File: src/rtl/iter_shifter_if.sv
// Request/response bundle between the execute-stage controller and iter_shifter.
interface iter_shifter_if #(
  parameter int WIDTH = 32,
  parameter int AMT_W = 5
);
  logic             start;
  logic [1:0]       mode;
  logic [WIDTH-1:0] x;
  logic [AMT_W-1:0] y;
  logic [WIDTH-1:0] result;
  logic             busy;
  logic             done;

  modport master (output start, mode, x, y, input result, busy, done);
  modport slave  (input start, mode, x, y, output result, busy, done);
endinterface

File: src/rtl/iter_shifter.sv
// Multi-cycle shifter: moves at most STEP bit positions per clock.
// Modes: 00 SLL, 01 SRL, 10 SRA, 11 ROL. Start/busy/done handshake.
module iter_shifter #(
  parameter int WIDTH = 32,
  parameter int AMT_W = 5,
  parameter int STEP  = 4
) (
  input  logic          clk,
  input  logic          clr,
  iter_shifter_if.slave bus
);
  localparam logic [1:0] S_IDLE  = 2'd0;
  localparam logic [1:0] S_SHIFT = 2'd1;
  localparam logic [1:0] S_DONE  = 2'd2;

  localparam logic [1:0] M_SLL = 2'b00;
  localparam logic [1:0] M_SRL = 2'b01;
  localparam logic [1:0] M_SRA = 2'b10;

  logic [1:0]       r_state;
  logic [WIDTH-1:0] r_work;
  logic [WIDTH-1:0] r_result;
  logic [AMT_W-1:0] r_rem;
  logic [1:0]       r_mode;

  logic [AMT_W-1:0] w_step;
  logic [WIDTH-1:0] w_shifted;

  // Per-clock step: min(STEP, remaining). The STEP branch is only taken
  // when STEP is representable in AMT_W bits, so the cast never truncates.
  always_comb begin
    w_step = r_rem;
    if (32'(r_rem) > STEP) w_step = AMT_W'(STEP);
  end

  // One step of the latched operation; amounts >= WIDTH accumulate
  // naturally (zeros, sign copies, or rotation mod WIDTH).
  always_comb begin
    w_shifted = r_work;
    case (r_mode)
      M_SLL:   w_shifted = r_work << w_step;
      M_SRL:   w_shifted = r_work >> w_step;
      M_SRA:   w_shifted = $signed(r_work) >>> w_step;
      default: w_shifted = (r_work << w_step) | (r_work >> (WIDTH - 32'(w_step)));
    endcase
  end

  // Control FSM plus working/remaining/result registers; clr aborts anything.
  always_ff @(posedge clk) begin
    if (clr) begin
      r_state  <= S_IDLE;
      r_work   <= '0;
      r_result <= '0;
      r_rem    <= '0;
      r_mode   <= '0;
    end else begin
      case (r_state)
        S_IDLE, S_DONE: begin
          if (bus.start) begin
            r_work <= bus.x;
            r_rem  <= bus.y;
            r_mode <= bus.mode;
            if (bus.y == '0) begin
              r_result <= bus.x;
              r_state  <= S_DONE;
            end else begin
              r_state  <= S_SHIFT;
            end
          end else begin
            r_state <= S_IDLE;
          end
        end
        S_SHIFT: begin
          r_work <= w_shifted;
          r_rem  <= r_rem - w_step;
          if (r_rem == w_step) begin
            r_result <= w_shifted;
            r_state  <= S_DONE;
          end
        end
        default: r_state <= S_IDLE;
      endcase
    end
  end

  assign bus.result = r_result;
  assign bus.busy   = (r_state == S_SHIFT);
  assign bus.done   = (r_state == S_DONE);
endmodule

File: src/flat_wrapper.sv
// flat-port wrapper written by rule: the top's interface ports become plain ports
module iter_shifter_flat 
#(
  parameter int WIDTH = 32,
  parameter int AMT_W = 5,
  parameter int STEP  = 4
)
  (clk, clr, bus_start, bus_mode, bus_x, bus_y, bus_result, bus_busy, bus_done);
  iter_shifter_if #(.WIDTH(WIDTH), .AMT_W(AMT_W)) bus_i ();
  input  logic clk;
  input  logic clr;
  input wire logic [$bits(bus_i.start)-1:0] bus_start;
  input wire logic [$bits(bus_i.mode)-1:0] bus_mode;
  input wire logic [$bits(bus_i.x)-1:0] bus_x;
  input wire logic [$bits(bus_i.y)-1:0] bus_y;
  output wire logic [$bits(bus_i.result)-1:0] bus_result;
  output wire logic [$bits(bus_i.busy)-1:0] bus_busy;
  output wire logic [$bits(bus_i.done)-1:0] bus_done;
  assign bus_i.start = bus_start;
  assign bus_i.mode = bus_mode;
  assign bus_i.x = bus_x;
  assign bus_i.y = bus_y;
  assign bus_result = bus_i.result;
  assign bus_busy = bus_i.busy;
  assign bus_done = bus_i.done;
  iter_shifter #(.WIDTH(WIDTH), .AMT_W(AMT_W), .STEP(STEP)) u_core (.clk(clk), .clr(clr), .bus(bus_i));
endmodule
File: config.mk
export PLATFORM = sky130hd
export DESIGN_NAME = iter_shifter_flat
export DESIGN_NICKNAME = d
export VERILOG_FILES = /design/src/rtl/iter_shifter_if.sv /design/src/rtl/iter_shifter.sv /design/src/flat_wrapper.sv
export SDC_FILE = /design/constraint.sdc
export NUM_CORES = 1
export LEC_CHECK = 0
export ABC_AREA = 0
export CORE_UTILIZATION = 62
export DETAILED_ROUTE_END_ITERATION = 16
export PLACE_DENSITY = 0.87
export SETUP_SLACK_MARGIN = 0.15
export SYNTH_ARGS = -nofsm -noshare
export SYNTH_HDL_FRONTEND = slang
export SYNTH_SLANG_ARGS = --single-unit
File: constraint.sdc
create_clock -name clk -period 4.6 [get_ports clk]
set_input_delay 0.69 -clock clk [delete_from_list [all_inputs] [get_ports clk]]
set_output_delay 0.69 -clock clk [all_outputs]
set_load 0.02 [all_outputs]
# ---- Yosys cells after proc, flatten, opt, wreduce, memory -nomap -nowiden
# Cells that the tools add are included.
dict set report totals {
  wordCells 43
  out_inout_bits 34
  ff_bits 73
  input_bits 42
}
dict set report op_classes {
  n_bitwise 1
  n_reduce_logical 8
  n_shift 4
  magnitude_cmp 1
  n_addsub 2
  n_eq_ne 8
  mux 14
}
# operator count
set ops {}
lappend ops {{2-to-1 mux 32 bit} 4}
lappend ops {{case mux 32 bit (2 select lines)} 2}
lappend ops {{case mux 32 bit (3 select lines)} 1}
lappend ops {{OR 32 bit} 1}
lappend ops {{<< shifter 32 x 5 -> 32 bit} 1}
lappend ops {{>> shifter 32 x 32 -> 32 bit} 1}
lappend ops {{>> shifter 32 x 5 -> 32 bit} 1}
lappend ops {{>>> shifter 32 x 5 -> 32 bit} 1}
lappend ops {{2-to-1 mux 5 bit} 2}
lappend ops {{case mux 5 bit (2 select lines)} 1}
lappend ops {{subtractor 6 x 5 -> 7 bit, first input constant} 1}
lappend ops {{2-to-1 mux 2 bit} 3}
lappend ops {{equality test 5 bit} 1}
lappend ops {{greater-than comparator 5 x 3 -> 1 bit, second input constant} 1}
lappend ops {{zero test 5 bit} 1}
lappend ops {{subtractor 5 bit} 1}
lappend ops {{equality test 2 x 1 -> 1 bit, second input constant} 2}
lappend ops {{equality test 2 bit, second input constant} 2}
lappend ops {{zero test 2 bit} 2}
lappend ops {{inequality test 2 x 1 -> 1 bit, second input constant} 2}
lappend ops {{case mux 2 bit (2 select lines)} 1}
lappend ops {{AND reduction 2 bit} 2}
lappend ops {{AND reduction 4 bit} 1}
lappend ops {{inequality test 2 bit, second input constant} 1}
lappend ops {{other kinds (2)} 2}

# ---- Logic depth before layout (Yosys ltp)
dict set report logic_depth {
  ltp_word 8
  mapped_depth 15
  mapped_depth_nobuf 9
}

# ---- Worst setup path before layout
# OpenSTA, ideal clock, no wires.
dict set report synth_path {
  path_type {flip-flop to flip-flop}
  startpoint {register u_core.r_rem[3]}
  endpoint {register u_core.r_result[3] (netlist: u_core.bus.result[3])}
  n_path_buf 6
  required_time_ps 4469
  path_stages_with_launch 13
  synth_period_minus_slack_ps 3079
  setup_ps 131
  t_arrival_ps 2948
  slack_ps 1521
  path_cell_list {dfxtp_1 buf_4 nor4b_4 inv_2 buf_6 buf_6 buf_6 ha_1 clkbuf_1 clkbuf_1 o211ai_1 a221oi_1 o21ai_0}
}
dict set report synth_via {
  elab_chain_cells 8
  word_cells_on_any_way 14
  cone_classes {add/sub (1); order compare (1); eq/ne (2); shift (4); mux (4); bitwise (1); reduce/logical (1)}
}
# element line
set synth_lines {}
lappend synth_lines {{from (decl)} iter_shifter.sv:23} ;# logic [AMT_W-1:0] r_rem;
lappend synth_lines {{from (signal assigned)} iter_shifter.sv:61} ;# r_rem <= bus.y;
lappend synth_lines {{from (signal assigned)} iter_shifter.sv:75} ;# r_rem <= r_rem - w_step;
lappend synth_lines {{greater-than comparator 5 x 3 -> 1 bit} iter_shifter.sv:33} ;# if (32'(r_rem) > STEP) w_step = AMT_W'(STEP);
lappend synth_lines {{2-to-1 mux 5 bit} iter_shifter.sv:33}
lappend synth_lines {{subtractor 6 x 5 -> 7 bit} iter_shifter.sv:44} ;# default: w_shifted = (r_work << w_step) | (r_work >> (WIDTH - 32'(w_step)));
lappend synth_lines {{>> shifter 32 x 32 -> 32 bit} iter_shifter.sv:44}
lappend synth_lines {{OR 32 bit} iter_shifter.sv:44}
lappend synth_lines {{case mux 32 bit (3 select lines)} iter_shifter.sv:40} ;# case (r_mode)
lappend synth_lines {{2-to-1 mux 32 bit} iter_shifter.sv:76} ;# if (r_rem == w_step) begin
lappend synth_lines {{case mux 32 bit (2 select lines)} iter_shifter.sv:57} ;# case (r_state)
lappend synth_lines {{to (signal assigned)} iter_shifter.sv:64} ;# r_result <= bus.x;
lappend synth_lines {{to (signal assigned)} iter_shifter.sv:77} ;# r_result <= w_shifted;
lappend synth_lines {{to (decl)} iter_shifter.sv:22} ;# logic [WIDTH-1:0] r_result;
# Parallel ways exist; a longest one is shown, timed or not. The select of a mux whose other input is x is not followed.
# A chain may end at the register's enable or synchronous reset.

# ---- Final worst setup path
dict set report layout_path {
  startpoint {register u_core.r_rem[2]}
  endpoint {register u_core.r_work[4]}
}
dict set report layout_via {
  elab_chain_cells 7
  word_cells_on_any_way 10
  cone_classes {add/sub (1); order compare (1); shift (4); mux (3); bitwise (1)}
}
# element line
set layout_lines {}
lappend layout_lines {{greater-than comparator 5 x 3 -> 1 bit} iter_shifter.sv:33}
lappend layout_lines {{2-to-1 mux 5 bit *} iter_shifter.sv:33}
lappend layout_lines {{subtractor 6 x 5 -> 7 bit} iter_shifter.sv:44}
lappend layout_lines {{>> shifter 32 x 32 -> 32 bit} iter_shifter.sv:44}
lappend layout_lines {{OR 32 bit} iter_shifter.sv:44}
lappend layout_lines {{case mux 32 bit (3 select lines) *} iter_shifter.sv:40}
lappend layout_lines {{case mux 32 bit (2 select lines) *} iter_shifter.sv:57}
lappend layout_lines {{to (signal assigned)} iter_shifter.sv:60} ;# r_work <= bus.x;
lappend layout_lines {{to (signal assigned)} iter_shifter.sv:74} ;# r_work <= w_shifted;
lappend layout_lines {{to (decl)} iter_shifter.sv:21} ;# logic [WIDTH-1:0] r_work;
# Mark *: on every way between the ends. The rest lies on a longest branch, timed or not.

==> results.md <==
- Vias: 7344
- Critical Path RT: 4.82 ns
- Vias in the first global route: 6859
- Detail Placement HPWL: 16400 um
- Fmax: 0.270 GHz
- Starting DRT DRC Count: 1013
- Cell taking the most area after synthesis: dfxtp_1
- Core Rows: 36
- Crit-path max FO: 38
- RSZ-0062 raised after global routing: false
- CTS Buf Count: 9
- First-pass GRT wire length: 38100 um
- Seq pwr share: 0.362
- Reg-to-Reg End: u_core.r_work[4]$_SDFFE_PP0P_
- R2R depth: 9
- Fillers: 815
- Crit path kind: flop to flop
- Clock slew at reported path FFs: 0.08 ns
- Cells after synthesis: 830
- Initial antenna violation count: 0
- N_diodes: 0
- Max Cap Viol: 0
- Leakage: 2.49 nW
- Area Growth Syn to Fin: 13.0%
- Grt ovf: 0
- Final Skew: 0.0133 ns
- Synthesis warning total: 0
- First drt pass iteration count: 7
- Drt wl/cell: 25.4 um
- Final hold vios: 0
- CP Capture Type: flop
- Cells taking the most area after synthesis: dfxtp_1, mux2i_1, nand2_1, a21oi_1, mux4_2
- CTS Hold Bufs: 0
- Initial Util: 0.645
- Root Driver: clkbuf_8
- DIE AREA: 0.0106 mm2
- Final-stage net count: 881
- GRT Total Usage: 0.487
- CTS H-tree lvls: 3
- CTS tree: built
- Combinational power share: 0.390
- Slew @ Worst Pin: 0.961 ns
- Layout cell share with drive strength beyond 1: 0.0951
- Final slew viol count: 0
- Worst path slowest cell: dfxtp_1
- Nature of the critical path startpoint: flop
- Psw: 0.959 mW
- Top_reg_cell synth: dfxtp_1
- Cell with the most instances after synthesis: nand2_1
- Final setup viols: 0
- CTS sink cnt: 73
- Max rail drop VDD: 0.249 mV
- HP Start: u_core.bus.result[29]$_SDFFE_PP0P_
- ANT nets after route: 0
- Largest net degree at the start of global routing: 64
- DRC: 0
- Int Pwr: 1.36 mW
- Die X-Extent: 103 um
- Die Ht: 103 um
- Pwr Total: 2.32 mW
- Post-CTS sizing: 0
- Worst R2R Setup Slack: 0.89 ns
- Placeable Area: 0.00982 mm2
- Clock power frac: 0.247
- Avg Inst Size Synth: 7.63 um2
- Hold path cells: 2
- PD cells: 324 mW/mm2
- Relative slew margins: 0.341
- Critical Path Max Stage Delay: 0.77 ns
- Asr flop ratio synth: 0
- Share of the synthesized area in the top cell type: 0.231
- Register area share after synthesis: 0.231
- Setup bufs post-CTS: 0
- Setup TNS: 0 ns
- Skew-Pair Late Insertion Delay: 0.38 ns
- Crit path DAT: 3.93 ns
- Period minus WS final: 3.71 ns
- Port Buffers: 75
- GPL Wtd Cong: 1.02
- # IOs: 76
- Post-synth EDFFs: 0
- Longest Clk Path Bufs: 2
- Seq cells post-synth: 73
- Hold EP: u_core.bus.result[29]$_SDFFE_PP0P_
- Most common library cells after synthesis: nand2_1, dfxtp_1, a21oi_1
- Sequence of cells on the critical path: nor4b_4, inv_6, ha_1, or4b_1, nor2_1, a221o_1, a31oi_1, nor4_1, o32ai_1
- Synthesized net count: 875
- Reg-to-Reg Start: u_core.r_rem[2]$_SDFFE_PP0P_
- Area of the multi-input gates: 0.00436 mm2
- Register area: 0.00146 mm2
- Cell Area, Synth: 0.00633 mm2
- Fin crit share: 0.806
- Via density: 7.54
- Hold/Removal Path Class: flop to flop
- Net Sw Frac: 0.414
- Total wire length: 24800 um
- Yosys cell types: 81
- Outcome: completed
[through the flow]
stage | worst slack [ns] | instances | hold WS, ns | instance area, um2 | utilization
2_1_floorplan | 1.52 | 830 | 0.503 | 6330 | -
3_3_place_gp | 1.10 | 958 | 0.435 | 6930 | 0.706
3_5_place_dp | 0.959 | 958 | 0.447 | 6930 | 0.706
4_1_cts | 0.937 | 974 | 0.461 | 7150 | 0.729
5_1_grt | 0.609 | 974 | 0.493 | 7150 | 0.729
6_report | 0.892 | 974 | 0.456 | 7150 | 0.729
[sequential cells by signal (all words and copies together), names as in the netlist]
signal and cells:
u_core.r_rem 5, u_core.r_state 2, u_core.r_mode 2, u_core.r_work 32, u_core.bus.result 32
[critical path, delay by kind of cell (launching register included)]
family | cells | cell delay, ns
AOI/OAI and AO/OA | 3 | 0.40
adders and majority gates | 1 | 0.53
DFF | 1 | 0.77
buffers and inverters | 1 | 0.35
and+or+nand+nor | 4 | 1.48
[area by class of cell]
cell class / count / area share
multi-input combinational: 648 / 0.610
sequential: 73 / 0.204
timing repair buffer: 96 / 0.127
tap: 133 / 0.0233
clock buffer: 12 / 0.0203
clock inverter: 4 / 0.0107
inverter: 8 / 0.00490
[power by group through the flow]
| stage | clock network (mW) | registers, mW | logic [mW] |
|---|---|---|---|
| after floorplan | 0 | 0.764 | 0.640 |
| after global placement | 0 | 0.835 | 0.847 |
| after detailed placement | 0 | 0.836 | 0.860 |
| after CTS | 0.570 | 0.823 | 0.866 |
| after global routing | 0.596 | 0.839 | 0.955 |
| final | 0.573 | 0.839 | 0.905 |
[cells by family (layout without fill, tap and decap cells)]
kind of cell / count (synthesis) / count (layout) / synth area share
adders and majority gates: 3 / 3 / 0.00593
muxes: 83 / 83 / 0.161
xor gates and xnor gates: 3 / 3 / 0.00534
DFF: 73 / 73 / 0.231
buffers and inverters: 109 / 120 / 0.0832
and+or+nand+nor: 286 / 286 / 0.218
other: 2 / 2 / 0.00119
AOI/OAI and AO/OA: 271 / 271 / 0.294
[metal layers]
layer	global-route usage	vias up	part of all wire	routed length, um
met1	0.581	3380	0.35	8640
met3	0.160	193	0.13	3280
met5	0	-	0	0
met2	0.731	634	0.43	10700
met4	0.361	0	0.087	2160
li1	-	3137	-	-
[cells in the final DEF (no fill, tap or decap), types with 9 or more instances in the layout]
cell / instances
nand3_1: 41
clkdlybuf4s50_1: 75
nand2_1: 129
nor3_1: 9
a21oi_1: 63
nor4_1: 9
o31ai_1: 21
clkbuf_8: 10
o32ai_1: 14
a211oi_1: 13
dfxtp_1: 73
buf_4: 21
o221ai_1: 10
mux4_2: 14
mux2i_1: 60
o211ai_1: 11
nor2_1: 49
o21ai_0: 50
[worst max-delay path by stage]
stage                                 start                                end  slack [ns]  cells after the start
2_1_floorplan  u_core.r_rem[3]$_SDFFE_PP0P_  u_core.bus.result[3]$_SDFFE_PP0P_        1.52                     12
3_3_place_gp   u_core.r_rem[2]$_SDFFE_PP0P_      u_core.r_work[4]$_SDFFE_PP0P_        1.10                      9
3_5_place_dp   u_core.r_rem[2]$_SDFFE_PP0P_      u_core.r_work[4]$_SDFFE_PP0P_        0.96                      9
4_1_cts        u_core.r_rem[2]$_SDFFE_PP0P_      u_core.r_work[4]$_SDFFE_PP0P_        0.94                      9
5_1_grt        u_core.r_rem[2]$_SDFFE_PP0P_     u_core.r_work[22]$_SDFFE_PP0P_        0.61                      9
6_report       u_core.r_rem[2]$_SDFFE_PP0P_      u_core.r_work[4]$_SDFFE_PP0P_        0.89                      9
(Power assumes the default switching activity.)
